--- config.mk ---
export PLATFORM = sky130hd
export DESIGN_NAME = wb_scoreboard_flat
export DESIGN_NICKNAME = d
export VERILOG_FILES = /design/src/rtl/wb_scoreboard_pkg.sv /design/src/rtl/wb_scoreboard_if.sv /design/src/rtl/wb_scoreboard_addr_match.sv /design/src/rtl/wb_scoreboard.sv /design/src/flat_wrapper.sv
export SDC_FILE = /design/constraint.sdc
export NUM_CORES = 1
export LEC_CHECK = 0
export BUFFER_PORTS_ARGS = -buffer_cell sky130_fd_sc_hd__clkbuf_2
export CORE_AREA = 2 2 71 73
export DETAILED_ROUTE_END_ITERATION = 10
export DIE_AREA = 0 0 73 75
export GPL_ROUTABILITY_DRIVEN = 0
export HOLD_SLACK_MARGIN = 0.06
export PLACE_DENSITY = 0.84
export SETUP_SLACK_MARGIN = 0.5
export SLEW_MARGIN = 10
export SYNTH_ARGS = -nofsm -noshare
export SYNTH_HDL_FRONTEND = slang
export SYNTH_HIERARCHICAL = 1
export SYNTH_SLANG_ARGS = --single-unit
--- constraint.sdc ---
create_clock -name clk_i -period 7.2 [get_ports clk_i]
set_input_delay 1.44 -clock clk_i [delete_from_list [all_inputs] [get_ports clk_i]]
set_output_delay 1.44 -clock clk_i [all_outputs]
set_load 0.005 [all_outputs]
--- src/rtl/wb_scoreboard_pkg.sv ---
// -----------------------------------------------------------------------------
// wb_scoreboard_pkg
// Shared types and constants for the write-back scoreboard.
//   AW          register address width
//   reg_addr_t  register address type
//   sb_entry_t  one scoreboard slot: valid flag + pending destination address
//   REG_ZERO    the hard-wired zero register; it never produces a hazard
// -----------------------------------------------------------------------------
package wb_scoreboard_pkg;

   localparam int AW = 5;

   typedef logic [AW-1:0] reg_addr_t;

   typedef struct packed {
      logic      valid;
      reg_addr_t rd;
   } sb_entry_t;

   localparam reg_addr_t REG_ZERO = '0;

endpackage : wb_scoreboard_pkg

--- src/rtl/wb_scoreboard_if.sv ---
// -----------------------------------------------------------------------------
// wb_scoreboard_if
// Bundle of every non-clock/reset signal of the scoreboard.
//   master modport : pipeline side (issue, writeback and decode stages)
//   slave modport  : the scoreboard itself
// Signals:
//   flush_i                       pipeline flush, discards all pending entries
//   alloc_valid_i/alloc_rd_i      record a new pending write
//   alloc_ready_o                 a free slot exists
//   cmpl_valid_i                  oldest pending write completed
//   cmpl_rd_o                     destination of oldest entry (0 when empty)
//   cmpl_err_o                    one-cycle pulse: completion seen while empty
//   rs1_i/rs2_i/rd_i              decode-stage addresses to check
//   rs1_hit_o/rs2_hit_o/rd_hit_o  per-address collision flags
//   stall_o                       OR of the hit flags
//   count_o/empty_o/full_o        occupancy
// -----------------------------------------------------------------------------
interface wb_scoreboard_if
   import wb_scoreboard_pkg::*;
#(
   parameter int DEPTH = 4,
   parameter int CW    = $clog2(DEPTH + 1)
) ();

   logic          flush_i;
   logic          alloc_valid_i;
   reg_addr_t     alloc_rd_i;
   logic          alloc_ready_o;
   logic          cmpl_valid_i;
   reg_addr_t     cmpl_rd_o;
   logic          cmpl_err_o;
   reg_addr_t     rs1_i;
   reg_addr_t     rs2_i;
   reg_addr_t     rd_i;
   logic          rs1_hit_o;
   logic          rs2_hit_o;
   logic          rd_hit_o;
   logic          stall_o;
   logic [CW-1:0] count_o;
   logic          empty_o;
   logic          full_o;

   modport master (
      output flush_i, alloc_valid_i, alloc_rd_i, cmpl_valid_i,
             rs1_i, rs2_i, rd_i,
      input  alloc_ready_o, cmpl_rd_o, cmpl_err_o,
             rs1_hit_o, rs2_hit_o, rd_hit_o, stall_o,
             count_o, empty_o, full_o
   );

   modport slave (
      input  flush_i, alloc_valid_i, alloc_rd_i, cmpl_valid_i,
             rs1_i, rs2_i, rd_i,
      output alloc_ready_o, cmpl_rd_o, cmpl_err_o,
             rs1_hit_o, rs2_hit_o, rd_hit_o, stall_o,
             count_o, empty_o, full_o
   );

endinterface : wb_scoreboard_if

--- src/rtl/wb_scoreboard_addr_match.sv ---
// -----------------------------------------------------------------------------
// wb_scoreboard_addr_match
// Address-match cell: compares one scoreboard entry against one query address.
//   valid  entry holds a pending write
//   rd     entry destination address
//   query  decode-stage address being checked
//   hit    entry is pending on that address; address 0 never hits
// -----------------------------------------------------------------------------
module wb_scoreboard_addr_match
   import wb_scoreboard_pkg::*;
(
   input  logic      valid,
   input  reg_addr_t rd,
   input  reg_addr_t query,
   output logic      hit
);

   assign hit = valid && (rd == query) && (query != REG_ZERO);

endmodule : wb_scoreboard_addr_match

--- src/rtl/wb_scoreboard.sv ---
// -----------------------------------------------------------------------------
// wb_scoreboard
// In-order tracker of register-file writes still in flight. The issue stage
// allocates an entry per long-latency instruction, writeback retires the oldest
// one, and every cycle the decode-stage addresses are checked against all
// pending destinations to raise a hazard stall.
// Ports:
//   clk_i  clock, all state changes on the rising edge
//   rst_i  synchronous active-high reset (overrides flush, alloc, completion)
//   sb     wb_scoreboard_if.slave, see the interface header for signals
// DEPTH must be a power of two >= 2 so the pointers wrap by plain overflow.
// -----------------------------------------------------------------------------
module wb_scoreboard
   import wb_scoreboard_pkg::*;
#(
   parameter int DEPTH = 4
) (
   input  logic           clk_i,
   input  logic           rst_i,
   wb_scoreboard_if.slave sb
);

   localparam int CW = $clog2(DEPTH + 1);
   localparam int PW = $clog2(DEPTH);

   sb_entry_t     entry_reg [DEPTH];
   logic [PW-1:0] wr_ptr_reg;
   logic [PW-1:0] rd_ptr_reg;
   logic [CW-1:0] count_reg;
   logic          cmpl_err_reg;

   logic          full;
   logic          empty;
   logic          alloc_fire;
   logic          cmpl_fire;

   // Occupancy comes from the count register; pointer equality is ambiguous
   // between full and empty.
   assign full  = (count_reg == CW'(DEPTH));
   assign empty = (count_reg == '0);

   // No full-bypass: a simultaneous completion does not free a slot this cycle.
   assign alloc_fire = sb.alloc_valid_i && !full;
   assign cmpl_fire  = sb.cmpl_valid_i && !empty;

   // alloc_fire and cmpl_fire can only target the same slot when the pointers
   // are equal, which means full or empty, and each is blocked in one of those
   // cases, so the two writes below never collide.
   always_ff @(posedge clk_i) begin
      if (rst_i || sb.flush_i) begin
         for (int i = 0; i < DEPTH; i++) begin
            entry_reg[i] <= '{valid: 1'b0, rd: REG_ZERO};
         end
         wr_ptr_reg   <= '0;
         rd_ptr_reg   <= '0;
         count_reg    <= '0;
         cmpl_err_reg <= 1'b0;
      end else begin
         cmpl_err_reg <= sb.cmpl_valid_i && empty;

         if (alloc_fire) begin
            entry_reg[wr_ptr_reg] <= '{valid: 1'b1, rd: sb.alloc_rd_i};
            wr_ptr_reg            <= wr_ptr_reg + PW'(1);
         end

         if (cmpl_fire) begin
            entry_reg[rd_ptr_reg].valid <= 1'b0;
            rd_ptr_reg                  <= rd_ptr_reg + PW'(1);
         end

         if (alloc_fire && !cmpl_fire) begin
            count_reg <= count_reg + CW'(1);
         end else if (!alloc_fire && cmpl_fire) begin
            count_reg <= count_reg - CW'(1);
         end
      end
   end

   // Hit detection: one match cell per entry per query port, OR-reduced.
   // Works on registered state only, so a new entry is visible the cycle
   // after allocation and a retiring entry still hits in its retire cycle.
   logic [DEPTH-1:0] rs1_match;
   logic [DEPTH-1:0] rs2_match;
   logic [DEPTH-1:0] rd_match;

   generate
      for (genvar gi = 0; gi < DEPTH; gi++) begin : g_match
         wb_scoreboard_addr_match u_rs1 (
            .valid (entry_reg[gi].valid),
            .rd    (entry_reg[gi].rd),
            .query (sb.rs1_i),
            .hit   (rs1_match[gi])
         );
         wb_scoreboard_addr_match u_rs2 (
            .valid (entry_reg[gi].valid),
            .rd    (entry_reg[gi].rd),
            .query (sb.rs2_i),
            .hit   (rs2_match[gi])
         );
         wb_scoreboard_addr_match u_rd (
            .valid (entry_reg[gi].valid),
            .rd    (entry_reg[gi].rd),
            .query (sb.rd_i),
            .hit   (rd_match[gi])
         );
      end
   endgenerate

   assign sb.rs1_hit_o     = |rs1_match;
   assign sb.rs2_hit_o     = |rs2_match;
   assign sb.rd_hit_o      = |rd_match;
   assign sb.stall_o       = sb.rs1_hit_o || sb.rs2_hit_o || sb.rd_hit_o;

   // The slot under rd_ptr may hold a stale address once retired; mask it.
   assign sb.cmpl_rd_o     = empty ? REG_ZERO : entry_reg[rd_ptr_reg].rd;
   assign sb.cmpl_err_o    = cmpl_err_reg;

   assign sb.alloc_ready_o = !full;
   assign sb.count_o       = count_reg;
   assign sb.empty_o       = empty;
   assign sb.full_o        = full;

endmodule : wb_scoreboard

--- src/flat_wrapper.sv ---
// flat-port wrapper written by rule: the top's interface ports become plain ports
module wb_scoreboard_flat import wb_scoreboard_pkg::*;
#(
   parameter int DEPTH = 4
)
  (clk_i, rst_i, sb_flush_i, sb_alloc_valid_i, sb_alloc_rd_i, sb_cmpl_valid_i, sb_rs1_i, sb_rs2_i, sb_rd_i, sb_alloc_ready_o, sb_cmpl_rd_o, sb_cmpl_err_o, sb_rs1_hit_o, sb_rs2_hit_o, sb_rd_hit_o, sb_stall_o, sb_count_o, sb_empty_o, sb_full_o);
  wb_scoreboard_if #(.DEPTH(DEPTH)) sb_i ();
  input  logic clk_i;
  input  logic rst_i;
  input wire logic [$bits(sb_i.flush_i)-1:0] sb_flush_i;
  input wire logic [$bits(sb_i.alloc_valid_i)-1:0] sb_alloc_valid_i;
  input wire logic [$bits(sb_i.alloc_rd_i)-1:0] sb_alloc_rd_i;
  input wire logic [$bits(sb_i.cmpl_valid_i)-1:0] sb_cmpl_valid_i;
  input wire logic [$bits(sb_i.rs1_i)-1:0] sb_rs1_i;
  input wire logic [$bits(sb_i.rs2_i)-1:0] sb_rs2_i;
  input wire logic [$bits(sb_i.rd_i)-1:0] sb_rd_i;
  output wire logic [$bits(sb_i.alloc_ready_o)-1:0] sb_alloc_ready_o;
  output wire logic [$bits(sb_i.cmpl_rd_o)-1:0] sb_cmpl_rd_o;
  output wire logic [$bits(sb_i.cmpl_err_o)-1:0] sb_cmpl_err_o;
  output wire logic [$bits(sb_i.rs1_hit_o)-1:0] sb_rs1_hit_o;
  output wire logic [$bits(sb_i.rs2_hit_o)-1:0] sb_rs2_hit_o;
  output wire logic [$bits(sb_i.rd_hit_o)-1:0] sb_rd_hit_o;
  output wire logic [$bits(sb_i.stall_o)-1:0] sb_stall_o;
  output wire logic [$bits(sb_i.count_o)-1:0] sb_count_o;
  output wire logic [$bits(sb_i.empty_o)-1:0] sb_empty_o;
  output wire logic [$bits(sb_i.full_o)-1:0] sb_full_o;
  assign sb_i.flush_i = sb_flush_i;
  assign sb_i.alloc_valid_i = sb_alloc_valid_i;
  assign sb_i.alloc_rd_i = sb_alloc_rd_i;
  assign sb_i.cmpl_valid_i = sb_cmpl_valid_i;
  assign sb_i.rs1_i = sb_rs1_i;
  assign sb_i.rs2_i = sb_rs2_i;
  assign sb_i.rd_i = sb_rd_i;
  assign sb_alloc_ready_o = sb_i.alloc_ready_o;
  assign sb_cmpl_rd_o = sb_i.cmpl_rd_o;
  assign sb_cmpl_err_o = sb_i.cmpl_err_o;
  assign sb_rs1_hit_o = sb_i.rs1_hit_o;
  assign sb_rs2_hit_o = sb_i.rs2_hit_o;
  assign sb_rd_hit_o = sb_i.rd_hit_o;
  assign sb_stall_o = sb_i.stall_o;
  assign sb_count_o = sb_i.count_o;
  assign sb_empty_o = sb_i.empty_o;
  assign sb_full_o = sb_i.full_o;
  wb_scoreboard #(.DEPTH(DEPTH)) u_core (.clk_i(clk_i), .rst_i(rst_i), .sb(sb_i));
endmodule
==> run_results.csv, run 1 <==
group,metric,value,unit
outcome,status,"finished clean",
floorplanning,core_area,0.00466,mm2
sta,slew_headroom,0.595,
floorplanning,die-height,75,um
power_and_ir_drop,vdd_drop_max,0.131,mV
finish,fillers,412,
worst_hold_path,hold-path-cell-count,2,
cts,numCtsBuffers,5,
logic_synthesis,synth_seq_area_share,0.356,
logic_synthesis,syn_nets,280,
route,firstDrtPassIters,4,
route,via_count,2038,
sta,period_needed,4.64,ns
logic_synthesis,synth.top_cell.area_share,0.243,
route,wl,5830,um
critical_path,critPathMaxFanout,8,
sta,finalHoldViolCount,0,
finish,final_cell_mix,"clkbuf_2, xor2_1, edfxtp_1",
sta,grt_setup_unrepaired,"no",
critical_path,cp-start-kind,"input pin",
cts,cts_buffer_depth,2,
cts,cts_tree,"built",
placed_design,place_area,0.00272,mm2
floorplanning,fp-row-count,25,
floorplanning,ios,41,
logic_synthesis,synth_area,0.00247,mm2
logic_synthesis,yosys-top-cells-area,"edfxtp_1, xor2_1, dfxtp_1",
cts,cts-root-buf,"clkbuf_8",
finish,antennaDiodeCount,0,
cts,ctsHtreeMaxLevel,2,
route,via_per_inst,5.86,
sta,tightest_slew,0.605,ns
route,drtIter0Drc,160,
critical_path,cp-end-kind,"output port",
global_routing,grt_pass1_vias,1911,
logic_synthesis,ys_warn_count,6,
cts,clk-insertion-delay-late,0.29,ns
route,drc,0,
logic_synthesis,avgSynthCellArea,9.94,um2
critical_path,cp_data_arrival_time,3.20,ns
global_routing,antenna_found_initial,0,
run,drv_cap,0,
finish,area_growth,13.3,%
logic_synthesis,synthCells,249,
logic_synthesis,synth-main-ff-cell,"edfxtp_1",
sta,fin_skew,0.00599,ns
logic_synthesis,yosys.cell_types.count,41,
floorplanning,dieWidth,73,um
logic_synthesis,synth_seq_cells,34,
finish,drive_above_1_share,0.204,
global_routing,grt_overflow,0,
worst_hold_path,timing.hold.worst.class,"reg2reg",
critical_path,worstSetupPathType,"in2out",
finish,final_cell_area,0.00280,mm2
logic_synthesis,synth_area_leader_cell,"edfxtp_1",
sta,min_period_over_period,0.645,
power_and_ir_drop,powerDensity,168,mW/mm2
route,ant_nets,0,
cts,cts_setup_buffers,0,
route,wl_per_cell,16.7,um
placed_design,placement.io_buffers,40,
logic_synthesis,async_reset_ff_frac,0,
sta,final-setup-viol-count,0,
floorplanning,initial_utilization,0.531,
power_and_ir_drop,p_leak,1.23,nW
logic_synthesis,synth_edf_count,20,
global_routing,grt_pass1_wl,9130,um
cts,holdBufCountCts,0,
global_routing,grt_max_degree,13,
sta,max_freq,215,MHz
cts,clock-sinks,34,
finish,final_common_cell,"clkbuf_2",
floorplanning,die-area,0.00548,mm2
finish,largest_reg_flops,24,
critical_path,required,5.76,ns
critical_path,r2r_cells,9,
sta,finalSetupTns,0,ns
cts,clkTransAtPathRegs,0.06,ns
sta,maxSlewViolCount,0,
placed_design,hpwl,4450,um
cts,ctsResizeCount,0,
finish,final_nets,324,
global_routing,track_usage,0.226,
## through the flow
stage | utilization | hold slack [ns] | total power [mW] | instances | worst slack, ns
2_1_floorplan | - | 0.439 | 0.303 | 249 | 2.98
4_1_cts | 0.602 | 0.510 | 0.475 | 348 | 2.55
3_3_place_gp | 0.584 | 0.495 | 0.338 | 340 | 2.63
3_5_place_dp | 0.584 | 0.499 | 0.343 | 340 | 2.55
5_1_grt | 0.602 | 0.533 | 0.496 | 348 | 2.44
6_report | 0.602 | 0.514 | 0.471 | 348 | 2.56
## kinds of logic (layout without fill, tap and decap cells)
group,after synthesis,count (layout),synth area share
mux,7,7,0.0536
fa+ha+maj,6,6,0.0334
simple gates,119,119,0.306
buf+inv,11,56,0.0202
xor+xnor,51,51,0.180
flops,34,34,0.356
compound gates,21,21,0.0501
## layer usage
layer  vias to the layer above  wire, um  track usage
li1                        988         -            -
met1                       933      2290        0.263
met2                        97      2950        0.393
met3                        20       392       0.0388
met4                         0       201        0.128
met5                         -         0            0
## synth_stat cells (all sizes together) (3+ instances only)
master,n
and4,13
dfxtp,14
o21ai,14
nand2,16
mux4,5
nor2,8
and3,7
nor4,12
or4,3
ha,5
nor3,13
xnor2,13
nor2b,7
edfxtp,20
xor2,38
or2,13
and2,17
inv,8
## critical path: stages
cell and delay (ns):
clkbuf_2 0.16, nor4_1 0.25, o21ai_0 0.16, and4_1 0.19
or4_1 0.53, or3_1 0.35, clkbuf_2 0.11
## final timing paths
kind,from,end,slack [ns]
max reg2reg,u_core/sb.count_o[0]$_SDFFE_PP0P_,u_core/sb.count_o[2]$_SDFFE_PP0P_,4.76
max,sb_rs2_i[1],sb_stall_o,2.56
min,u_core/entry_reg[1][5]$_SDFFE_PP0P_,u_core/entry_reg[1][5]$_SDFFE_PP0P_,0.51
min reg2reg,u_core/entry_reg[1][5]$_SDFFE_PP0P_,u_core/entry_reg[1][5]$_SDFFE_PP0P_,0.51
## area by class of cell
cell class / instances / area [um2] / share of cell area
timing repair buffer: 40 / 200 / 0.0714
inverter: 8 / 30.0 / 0.0107
multi-input combinational: 204 / 1540 / 0.551
clock inverter: 2 / 8.76 / 0.00312
sequential: 34 / 881 / 0.314
tap: 54 / 67.6 / 0.0241
clock buffer: 6 / 72.6 / 0.0259
## report_power, final
group | switching (mW) | internal (mW)
clock network | 0.0648 | 0.0663
logic | 0.0534 | 0.0485
registers | 0.0215 | 0.217
Note: power is estimated with default switching activity, not from simulation.
==> run 2, diff against run 1 <==
ABC_AREA = 1   (was default)
CORE_AREA = 2 2 77 79   (was 2 2 71 73)
DIE_AREA = 0 0 79 81   (was 0 0 73 75)
clock period = 4.3 ns   (was 7.2 ns; I/O delays follow)
==> run 2 against run 1 <==
Compared with the run above: synthesized cell count increased by 100%; global-route usage increased by 2.0 points; wire length increased by 28%; clock skew increased by 0.0049 ns; hold slack improved by 0.014 ns; via count increased by 52%; flip-flop and latch count unchanged; critical path type unchanged.
==> run_results.csv, run 2 <==
group,metric,value,unit
outcome,status,"finished clean",
finish,final_cell_mix,"nand2_1, inv_1, nor2_1",
worst_hold_path,timing.hold.worst.class,"reg2reg",
critical_path,r2r_cells,11,
cts,cts_setup_buffers,0,
power_and_ir_drop,powerDensity,258,mW/mm2
finish,largest_reg_flops,24,
critical_path,worstSetupPathType,"in2out",
critical_path,cp-start-kind,"input pin",
cts,cts-root-buf,"clkbuf_8",
floorplanning,die-height,81,um
run,drv_cap,0,
logic_synthesis,yosys.cell_types.count,22,
critical_path,cp_slowest_stage_delay,0.49,ns
route,firstDrtPassIters,5,
power_and_ir_drop,vdd_drop_max,0.244,mV
critical_path,timing.rr.end,"u_core/sb.count_o[2]$_SDFFE_PP0P_",
global_routing,track_usage,0.246,
cts,ctsHtreeMaxLevel,2,
critical_path,reg2reg_from,"u_core/sb.count_o[0]$_SDFFE_PP0P_",
cts,clock-sinks,34,
logic_synthesis,synth_area_leader_cell,"edfxtp_1",
sta,fin_skew,0.0109,ns
sta,maxSlewViolCount,0,
critical_path,slowest_stage,"nor4_1",
logic_synthesis,avgSynthCellArea,5.91,um2
logic_synthesis,synth.top_cell.area_share,0.204,
logic_synthesis,ys_warn_count,6,
logic_synthesis,synth_xor_area_frac,0.0357,
power_and_ir_drop,p_leak,1.76,nW
floorplanning,initial_utilization,0.519,
critical_path,path_delay_family,"simple AND/OR/NAND/NOR gates",
critical_path,r2r_slack,2.32,ns
cts,ctsResizeCount,0,
logic_synthesis,yosys-top-cells-area,"edfxtp_1, nand2_1, inv_1",
critical_path,endpoint,"sb_stall_o",
cts,cts_buffer_depth,2,
logic_synthesis,synth_mux_area_frac,0,
sta,finalSetupTns,0,ns
route,wl,7490,um
critical_path,required,3.44,ns
route,ant_nets,0,
sta,tightest_slew,0.640,ns
logic_synthesis,synth.most_common_cell,"nand2_1",
cts,clkTransAtPathRegs,0.06,ns
logic_synthesis,synth_edf_count,20,
sta,period_needed,3.09,ns
logic_synthesis,synth_seq_cells,34,
critical_path,cp-end-kind,"output port",
floorplanning,ios,41,
finish,final_common_cell,"nand2_1",
sta,grt_setup_unrepaired,"no",
floorplanning,core_area,0.00568,mm2
sta,min_period_over_period,0.719,
cts,clk-insertion-delay-late,0.28,ns
cts,numCtsBuffers,5,
critical_path,cp_data_arrival_time,2.23,ns
placed_design,place_area,0.00322,mm2
floorplanning,die-area,0.00640,mm2
critical_path,crit_buf_inv,2,
sta,final-setup-viol-count,0,
placed_design,placement.io_buffers,40,
global_routing,grt_pass1_vias,2813,
finish,area_growth,13.1,%
finish,antennaDiodeCount,0,
finish,final_nets,573,
route,via_count,3101,
logic_synthesis,synth_top_family_by_area,"simple AND/OR/NAND/NOR gates",
logic_synthesis,synth_area,0.00294,mm2
logic_synthesis,synth-main-ff-cell,"edfxtp_1",
route,drtIter0Drc,226,
finish,fillers,574,
logic_synthesis,synth_seq_area_share,0.299,
sta,finalHoldViolCount,0,
logic_synthesis,synthAdderAreaFrac,0.0280,
global_routing,antenna_found_initial,0,
critical_path,path_cells,"clkbuf_2 > nor2_1 > nand3_1 > a21oi_1 > nor2_1 > nor4_1 > nand3_1 > clkbuf_2",
route,wl_per_cell,12.1,um
critical_path,critPathLaunch,"sb_rs2_i[1]",
sta,max_freq,323,MHz
global_routing,grt_pass1_wl,12200,um
logic_synthesis,yosys.area_share.simple,0.410,
global_routing,grt_overflow,0,
cts,cts_tree,"built",
logic_synthesis,syn_nets,529,
logic_synthesis,synth_compound_area_frac,0.0765,
route,drc,0,
route,via_per_inst,5.02,
cts,holdBufCountCts,0,
floorplanning,dieWidth,79,um
finish,drive_above_1_share,0.140,
placed_design,hpwl,5550,um
logic_synthesis,synthCells,498,
finish,final_cell_area,0.00333,mm2
critical_path,cp.depth,8,
critical_path,critPathMaxFanout,12,
sta,slew_headroom,0.569,
logic_synthesis,synth_common_cells,"nand2_1, inv_1, nor2_1, nand3_1, a21oi_1",
logic_synthesis,async_reset_ff_frac,0,
global_routing,grt_max_degree,16,
floorplanning,fp-row-count,28,
run 2: layout make-up:
class                           count  area [um2]  area share
Tap cell                           75        93.8      0.0282
Timing Repair Buffer               40         200      0.0601
Inverter                          114         428       0.129
Clock inverter                      1        30.0     0.00902
Multi-Input combinational cell    347        1620       0.487
Clock buffer                        7        76.3      0.0229
Sequential cell                    34         881       0.265
run 2: power breakdown:
part	internal [mW]	switching [mW]	total [mW]
Clock	0.173	0.101	0.274
Sequential	0.362	0.0353	0.397
Combinational	0.0706	0.116	0.187
Total	0.605	0.253	0.858
run 2: cell families (layout without fill, tap and decap cells):
family / count (synthesis) / after routing
buffers and inverters: 117 / 162
and+or+nand+nor: 284 / 284
DFF: 34 / 34
AOI/OAI and AO/OA: 45 / 45
xor gates and xnor gates: 12 / 12
adders and majority gates: 6 / 6
run 2: worst min-delay path by stage:
| stage | start | end | slack (ns) | cells after the start |
|---|---|---|---|---|
| after floorplan | u_core/entry_reg[3][5]$_SDFFE_PP0P_ | u_core/entry_reg[3][5]$_SDFFE_PP0P_ | 0.45 | 2 |
| after global placement | u_core/sb.count_o[2]$_SDFFE_PP0P_ | u_core/sb.count_o[2]$_SDFFE_PP0P_ | 0.49 | 2 |
| after detailed placement | u_core/sb.count_o[1]$_SDFFE_PP0P_ | u_core/sb.count_o[1]$_SDFFE_PP0P_ | 0.51 | 2 |
| after CTS | u_core/sb.count_o[2]$_SDFFE_PP0P_ | u_core/sb.count_o[2]$_SDFFE_PP0P_ | 0.53 | 2 |
| after global routing | u_core/entry_reg[3][5]$_SDFFE_PP0P_ | u_core/entry_reg[3][5]$_SDFFE_PP0P_ | 0.55 | 2 |
| final | u_core/sb.count_o[2]$_SDFFE_PP0P_ | u_core/sb.count_o[2]$_SDFFE_PP0P_ | 0.53 | 2 |
run 2: worst min-delay path: stages, from the launching register on:
cell	delay, ns
dfxtp_1	0.33
inv_1	0.09
a21oi_1	0.06
run 2: routing by layer:
metal	global-route usage	vias to the layer above	wire length (um)
met5	0	-	0
met4	0.114	0	240
met3	0.0244	24	535
met2	0.459	136	3600
met1	0.283	1360	3110
li1	-	1581	-
run 2: per-stage QoR:
stage	hold WS [ns]	worst slack [ns]	util	total power, mW	instances
finish	0.528	1.21	0.587	0.858	618
global route	0.554	1.05	0.587	0.909	618
CTS	0.533	1.23	0.587	0.862	618
detailed placement	0.515	1.23	0.568	0.588	610
global placement	0.494	1.32	0.568	0.581	610
floorplan	0.454	1.83	-	0.518	498
